`config.mk`:
```
export PLATFORM = sky130hd
export DESIGN_NAME = chroni_pixel_out
export DESIGN_NICKNAME = d
export VERILOG_FILES = /design/src/rtl/chroni_pkg.sv /design/src/rtl/chroni_palette.sv /design/src/rtl/chroni_pixel_out.sv
export SDC_FILE = /design/constraint.sdc
export NUM_CORES = 1
export LEC_CHECK = 0
export CAP_MARGIN = 20
export CORE_ASPECT_RATIO = 0.7
export CORE_MARGIN = 2
export CORE_UTILIZATION = 54
export CTS_CLUSTER_DIAMETER = 100
export CTS_CLUSTER_SIZE = 16
export DETAILED_ROUTE_END_ITERATION = 16
export PLACE_DENSITY = 0.77
export SYNTH_ARGS = -nofsm -noshare
export SYNTH_HDL_FRONTEND = slang
export SYNTH_HIERARCHICAL = 1
export SYNTH_SLANG_ARGS = --single-unit
```
`constraint.sdc`:
```
create_clock -name vga_clk -period 3 [get_ports vga_clk]
set_input_delay 0.75 -clock vga_clk [delete_from_list [all_inputs] [get_ports vga_clk]]
set_output_delay 0.75 -clock vga_clk [all_outputs]
set_load 0.1 [all_outputs]
```
`src/rtl/chroni_pkg.sv`:
```
// Shared constants and types for the chroni output stage.
package chroni_pkg;

  localparam int LB_AW = 11;
  localparam int PAL_N = 16;

  // RGB565 field positions
  localparam int R_HI = 15;
  localparam int R_LO = 11;
  localparam int G_HI = 10;
  localparam int G_LO = 5;
  localparam int B_HI = 4;
  localparam int B_LO = 0;

  typedef enum logic {
    ST_IDLE   = 1'b0,
    ST_ACTIVE = 1'b1
  } fetch_state_t;

endpackage

```
`src/rtl/chroni_palette.sv`:
```
// RGB565 palette: single write port, registered read port with a blank override.
module chroni_palette #(
  parameter int PAL_N = chroni_pkg::PAL_N
) (
  input  logic                       vga_clk,
  input  logic                       reset_n,
  input  logic                       wr_en,
  input  logic [$clog2(PAL_N)-1:0]   wr_addr,
  input  logic [15:0]                wr_data,
  input  logic [$clog2(PAL_N)-1:0]   rd_addr,
  input  logic                       rd_clr,
  output logic [15:0]                rd_data
);

  logic [15:0] mem [PAL_N];

  // Entry storage; a write lands at the edge, so a same-edge read sees the old value
  always_ff @(posedge vga_clk) begin
    if (!reset_n) begin
      for (int unsigned i = 0; i < PAL_N; i++) begin
        mem[i] <= '0;
      end
    end else if (wr_en) begin
      mem[wr_addr] <= wr_data;
    end
  end

  // Registered lookup, forced to black when blanking
  always_ff @(posedge vga_clk) begin
    if (!reset_n) begin
      rd_data <= '0;
    end else begin
      rd_data <= rd_clr ? '0 : mem[rd_addr];
    end
  end

endmodule

```
`src/rtl/chroni_pixel_out.sv`:
```
// chroni output stage: line buffer fetch, MSB-first serializer, palette lookup
// and sync delay matching; every pin sits 2 clocks behind its inputs.
module chroni_pixel_out #(
  parameter int LB_AW = chroni_pkg::LB_AW,
  parameter int PAL_N = chroni_pkg::PAL_N
) (
  input  logic             vga_clk,
  input  logic             reset_n,
  input  logic             hs_in,
  input  logic             vs_in,
  input  logic             de_in,
  input  logic             pf_in,
  input  logic             hs_pol,
  input  logic             vs_pol,
  input  logic             scale_x2,
  input  logic [LB_AW-1:0] lb_base,
  output logic [LB_AW-1:0] lb_rd_addr,
  input  logic [7:0]       lb_rd_data,
  input  logic [3:0]       fg_idx,
  input  logic [3:0]       bg_idx,
  input  logic [3:0]       border_idx,
  input  logic             pal_wr_en,
  input  logic [3:0]       pal_wr_addr,
  input  logic [15:0]      pal_wr_data,
  output logic [4:0]       vga_r,
  output logic [5:0]       vga_g,
  output logic [4:0]       vga_b,
  output logic             vga_hs,
  output logic             vga_vs
);
  import chroni_pkg::*;

  fetch_state_t state;
  logic [7:0]   shifter;
  logic [2:0]   bit_cnt;
  logic         phase;
  logic         scale_r;
  logic         pix_now;

  logic         hs1, vs1, de1, pf1, pix1;
  logic [3:0]   fg1, bg1, border1;
  logic [3:0]   pal_idx;
  logic [15:0]  pal_q;

  // Fetch FSM: hold byte 0 ready while idle, then reload every 8 pixels
  always_ff @(posedge vga_clk) begin
    if (!reset_n) begin
      state      <= ST_IDLE;
      shifter    <= '0;
      bit_cnt    <= '0;
      phase      <= 1'b0;
      scale_r    <= 1'b0;
      lb_rd_addr <= lb_base;
    end else begin
      case (state)
        ST_IDLE: begin
          lb_rd_addr <= lb_base;
          if (pf_in) begin
            state      <= ST_ACTIVE;
            shifter    <= lb_rd_data;
            lb_rd_addr <= lb_rd_addr + 1'b1;
            bit_cnt    <= '0;
            phase      <= 1'b0;
            scale_r    <= scale_x2;
          end
        end
        ST_ACTIVE: begin
          if (!pf_in) begin
            state <= ST_IDLE;
          end else if (scale_r && !phase) begin
            phase <= 1'b1;
          end else begin
            phase <= 1'b0;
            if (bit_cnt == 3'd7) begin
              shifter    <= lb_rd_data;
              lb_rd_addr <= lb_rd_addr + 1'b1;
              bit_cnt    <= '0;
            end else begin
              shifter <= {shifter[6:0], 1'b0};
              bit_cnt <= bit_cnt + 1'b1;
            end
          end
        end
        default: state <= ST_IDLE;
      endcase
    end
  end

  // Current pixel = MSB of the shifter value being loaded this cycle, so the
  // first playfield cycle already carries bit 7 of byte 0 and stays aligned with pf_in
  always_comb begin
    pix_now = 1'b0;
    if (pf_in) begin
      if (state == ST_IDLE) begin
        pix_now = lb_rd_data[7];
      end else if (scale_r && !phase) begin
        pix_now = shifter[7];
      end else if (bit_cnt == 3'd7) begin
        pix_now = lb_rd_data[7];
      end else begin
        pix_now = shifter[6];
      end
    end
  end

  // Stage 1: capture sync, enables, pixel and palette indices together
  always_ff @(posedge vga_clk) begin
    if (!reset_n) begin
      hs1     <= 1'b0;
      vs1     <= 1'b0;
      de1     <= 1'b0;
      pf1     <= 1'b0;
      pix1    <= 1'b0;
      fg1     <= '0;
      bg1     <= '0;
      border1 <= '0;
    end else begin
      hs1     <= hs_in;
      vs1     <= vs_in;
      de1     <= de_in;
      pf1     <= pf_in;
      pix1    <= pix_now;
      fg1     <= fg_idx;
      bg1     <= bg_idx;
      border1 <= border_idx;
    end
  end

  // Stage 2 index select: border outside the playfield, else fg/bg by pixel
  always_comb begin
    pal_idx = border1;
    if (pf1) begin
      pal_idx = pix1 ? fg1 : bg1;
    end
  end

  chroni_palette #(
    .PAL_N (PAL_N)
  ) u_palette (
    .vga_clk (vga_clk),
    .reset_n (reset_n),
    .wr_en   (pal_wr_en),
    .wr_addr (pal_wr_addr),
    .wr_data (pal_wr_data),
    .rd_addr (pal_idx),
    .rd_clr  (!de1),
    .rd_data (pal_q)
  );

  // Stage 2 sync: apply pin polarity alongside the colour lookup
  always_ff @(posedge vga_clk) begin
    if (!reset_n) begin
      vga_hs <= hs_pol;
      vga_vs <= vs_pol;
    end else begin
      vga_hs <= hs1 ^ hs_pol;
      vga_vs <= vs1 ^ vs_pol;
    end
  end

  assign vga_r = pal_q[R_HI:R_LO];
  assign vga_g = pal_q[G_HI:G_LO];
  assign vga_b = pal_q[B_HI:B_LO];

endmodule

```
Word level (Yosys, flattened, before mapping). Memories as Yosys holds them, arrays and structs flattened. A register that Yosys moved wholly into a read port is not among the register bits. Index checks and enable logic that the tools add are counted.

Word-level logic and storage cells: 74. Register bits: 44. Output and inout port bits: 29. Memories: 1. Memory bits (writable): 256. Input port bits: 61.

Memories: u_palette.mem (words 16, bits a word 16, read ports 1, clocked after memory_dff 1, wr ports 16, RTL line chroni_palette.sv:15) `logic [15:0] mem [PAL_N];`.

Add/subtract/negate cells: 2. Equality and inequality tests: 7. Reductions and logical operators: 10. Muxes and demuxes: 35. Bitwise logic cells: 3.

Operators with widths (number): two-way mux 11 bit (5); two-way mux 8 bit (4); case mux 11 bit (2 select lines) (1); two-way mux 16 bit (1); case mux 8 bit (2 select lines) (1); OR reduction 16 bit (1); two-way mux 1 bit (14); two-way mux 3 bit (4); two-way mux 4 bit (3); adder 11 x 1 -> 11 bit (second input constant) (1); AND reduction 2 bit (4); != test 2 bit (second input constant) (3); != test 3 bit (second input constant) (2); case mux 3 bit (2 select lines) (1); AND reduction 3 bit (2); adder 3 x 1 -> 3 bit (second input constant) (1); equality test 3 bit (second input constant) (1); != test 3 x 2 -> 1 bit (second input constant) (1); logical NOT 1 bit (2); case mux 1 bit (2 select lines) (1); XOR 1 bit (2); logical AND 1 bit (1); NOT 1 bit (1).

Depth between registers and ports, before layout.
Depth in word-level cells: 6. Mapped depth: 12. Mapped depth without buffers: 6.

Cells and area by module. Netlist, hierarchy kept.

Modules (own cells, without submodules): chroni_palette (times used 1, area each 12189.2 µm², cells an instance 856); chroni_pixel_out (times used 1, area each 1884.3 µm², cells an instance 194).

Worst setup path before layout. No wires, ideal clock.

Path type: input -> register. From: input port pal_wr_addr[2]. To: memory u_palette.mem[1][0], enable pin. Cell stages on the path: 3. Library setup time: 411 ps. Arrival: 2468 ps. Setup slack: 121 ps. Cells stage by stage: or3_1 buf_2 o21ai_0.

RTL lines: start, declared (RTL line chroni_pixel_out.sv:23) `input logic [3:0] pal_wr_addr,`; end, declared (RTL line chroni_palette.sv:15).

Worst setup path in the final report.
From: register pix1. To: register u_palette.rd_data[4], read port of u_palette.mem.

Cells in the longest elaborated chain, start to end: 2.

Ends and longest elaborated chain: start, declared (RTL line chroni_pixel_out.sv:40) `logic hs1, vs1, de1, pf1, pix1;`; start signal, assigned (RTL line chroni_pixel_out.sv:122) `pix1 <= pix_now;`; two-way mux 4 bit (RTL line chroni_pixel_out.sv:133) `pal_idx = pix1 ? fg1 : bg1;`; two-way mux 4 bit (RTL line chroni_pixel_out.sv:132) `if (pf1) begin`; net pal_idx[0] (RTL line chroni_pixel_out.sv:42) `logic [3:0] pal_idx;`; end, declared (RTL line chroni_palette.sv:12) `output logic [15:0] rd_data`.

The timed path passes the listed nets, and every way through them passes these cells. A chain may end at the register's enable or synchronous reset.

==> run metrics <==
status finished, final reports clean; overall power about 9 mW; number of synthesized flops with an enable pin about 270; CTS tree yes; Post-Synthesis Cells approximately 1100; DP Wirelength approximately 21000 um; Ports 90; Yosys cell types 47; Hold Path Class flop to flop; Setup Skew ~21 ps; critical path data arrival time between 2000 and 3000 ps; Clock Sinks 315; # resized after CTS 0; remaining antenna violation count 0; Critical Path Sink Type flop; Avg Cell Area, Syn about 13 sq um; detailed router's first-iteration violation count between 800 and 900; post-synth top area share 57.0%; final net count ~1200; setup_tns 0 ps; power density cells around 570 nW/um^2; GRT overflow 0; Max Fanout on Critical Path 46; Hold EP vga_vs$_DFF_P_; most common cell in the netlist and2_1; Worst EP required 3360 ps; Hold Startpoint vs1$_SDFF_PN0_; Starting Density a little over half; clk root buf clkbuf_16; Startpoint Class flop; first-pass GRT wire length around 49000 um; total core area roughly 26000 sq um; clock tree buffer depth 3; Tcrit/Tclk final ~82%; share of cells above drive strength 1 11.8%; width of the die roughly 200 um; filler cell count about 1900; worst skew pair latency 520 ps; largest family of logic cells by synthesized area simple AND/OR/NAND/NOR gates; via count just under 9000; fin. max-slew vios 0; worst slew pin tran 1110 ps; post-CTS setup buffers 0; fin crit period 2470 ps; Worst Reg-to-Reg Cells 6; wire per inst around 21 um; Main synth FF type edfxtp_1; mux cell area share after synthesis between 10% and 20%; Net Count, Synth ~1100; critical path class flop to flop; top cells by area, synth edfxtp_1 (57%), and2_1 (12%), mux2i_1 (7.5%), dfxtp_1 (6.8%), mux4_2 (2.6%); worst r2r src pix1$_SDFF_PN0_; Vias/cell slightly below 6; yosys warns 6; number of remaining DRC errors 0; final count of negative-setup-slack endpoints 0; leakage power 5.85 nW; largest net degree at the start of global routing 47; Synth Area in Simple Gates roughly 17%; Post-Synth XOR/XNOR Area less than 1%; cell taking the most area after synthesis edfxtp_1; n_diodes 0; IO Port Bufs 89; fmax between 400 and 500 MHz; R2R Path End u_palette/rd_data[4]$_SDFF_PP0_; Layout Area Growth over Synthesis 14.4%; R2R setup slack 530 ps; initial antenna violation count 0; Total GRT Usage 23.2%; Die ar. 27400 sq um; floorplan row count 49; cts hold-fix bufs 0; drt pass-1 iters 5; unrepaired setup endpoints after global routing no; compound-gate portion of the synthesized area roughly 5.8%; GPL Wtd Cong about 0.8; Hold Vio Cnt, Final 0; peak supply drop 0.384 mV; Synth Area in Adders 0.267%; Num CTS Buffers 23; Relative slew margins between 20 and 30%; routed wire length approximately 32000 um; Synth Cell Area ~14000 sq um; Yosys reg bits around 320; die height about 140 um; Post-synth top cells and2_1 (272), edfxtp_1 (267), mux2i_1 (106); Max Cap Viol 0; Seq/Total Area, Yosys 63.8%; vias in the first global route 8476; async set-reset flop share out of synthesis 0%; H-tree levels 1; CTS clock-pin slew for the worst setup and hold paths around 70 ps; hold path depth 2
==> worst max-delay path: stages, from the launching register on <==
cell and delay [ps]:
dfxtp_1 490, mux2i_1 170, a21oi_4 210, buf_12 340, mux4_2 580, o211ai_1 280, o21ai_0 210
==> per-stage QoR <==
stage / util [%] / hold WS, ps / setup slack [ps] / instances / instance area, sq um
6_report: 62.9 / 464 / 526 / 1490 / 16100
5_1_grt: 62.9 / 497 / 402 / 1490 / 16100
4_1_cts: 62.8 / 467 / 580 / 1488 / 16100
3_5_place_dp: 60.3 / 457 / 78.8 / 1448 / 15400
3_3_place_gp: 60.3 / 447 / 121 / 1448 / 15400
2_1_floorplan: - / 442 / 121 / 1050 / 14100
==> how the worst max path moves through the flow <==
stage | start | to | slack, ps
finish | pix1$_SDFF_PN0_ | u_palette/rd_data[4]$_SDFF_PP0_ | 530
global route | pf1$_SDFF_PN0_ | u_palette/rd_data[1]$_SDFF_PP0_ | 400
CTS | pix1$_SDFF_PN0_ | u_palette/rd_data[1]$_SDFF_PP0_ | 580
detailed placement | reset_n | u_palette/mem[5][13]$_SDFFCE_PN0P_ | 80
global placement | reset_n | u_palette/mem[5][6]$_SDFFCE_PN0P_ | 120
floorplan | pal_wr_addr[2] | u_palette/mem[1][0]$_SDFFCE_PN0P_ | 120
==> placed cells by master (no fill, tap or decap), types with 2 or more instances in the layout <==
cell type,n
a22o_1,2
a21boi_0,2
a31oi_1,5
and2_1,272
o21ai_1,13
nand4_1,6
o211ai_1,7
or4_1,4
nand3_1,20
mux2i_1,106
nand2b_1,18
o31ai_1,4
a22oi_1,45
nand2_1,30
nor2b_1,4
mux4_2,16
inv_1,3
xor2_1,2
nor3_2,2
clkbuf_1,16
buf_12,8
a21oi_1,13
dfxtp_1,48
clkdlybuf4s50_1,60
nand3b_1,3
clkbuf_16,23
a21oi_2,2
a211oi_1,6
edfxtp_1,267
nor2_2,2
ha_1,3
xnor2_1,3
or3_1,4
nor2_1,23
buf_4,75
o21ai_0,26
nand4b_1,3
==> routing by layer <==
metal  wire, um  vias to the layer above  share of wire (%)  GRT usage [%]
li1           -                     3991                  -              -
met1      15000                     4303                 47           35.9
met2      13800                      333                 44           35.0
met3       2230                       56                7.0           2.82
met4        733                        0                2.3           5.90
met5          0                        -                  0              0
==> power breakdown <==
part	internal (mW)	leakage, nW	total, mW	switching, mW
clock network	1.44	0.307	2.85	1.40
logic	0.429	2.60	1.20	0.767
registers	5.00	2.95	5.10	0.101
total	6.87	5.85	9.14	2.27
==> sequential cells by signal, indices dropped and copies added, names as in the netlist, 3 cells and up <==
name               flops
bg1                    4
border1                4
lb_rd_addr            11
bit_cnt                3
u_palette/rd_data     16
shifter                8
u_palette/mem        256
fg1                    4
==> kinds of logic (layout without fill, tap and decap cells) <==
kind of cell             Yosys count  in the layout
flip-flops                       315            315
multiplexers                     123            123
adder cells (fa/ha/maj)            3              3
AO/OA/AOI/OAI                    128            128
buffers and inverters             78            187
AND/OR/NAND/NOR                  398            398
XOR/XNOR                           5              5
==> cell type report <==
| type | count | area [sq um] | area share, % |
|---|---|---|---|
| clock inverters | 1 | 6.26 | 0.0388 |
| multi-input cells | 657 | 4730 | 29.4 |
| inverters | 4 | 15.0 | 0.0932 |
| flip-flops and latches | 315 | 8980 | 55.7 |
| well taps | 331 | 414 | 2.57 |
| repair buffers | 143 | 1320 | 8.22 |
| clock buffers | 39 | 636 | 3.95 |
Power figures use the tool's default switching activity.
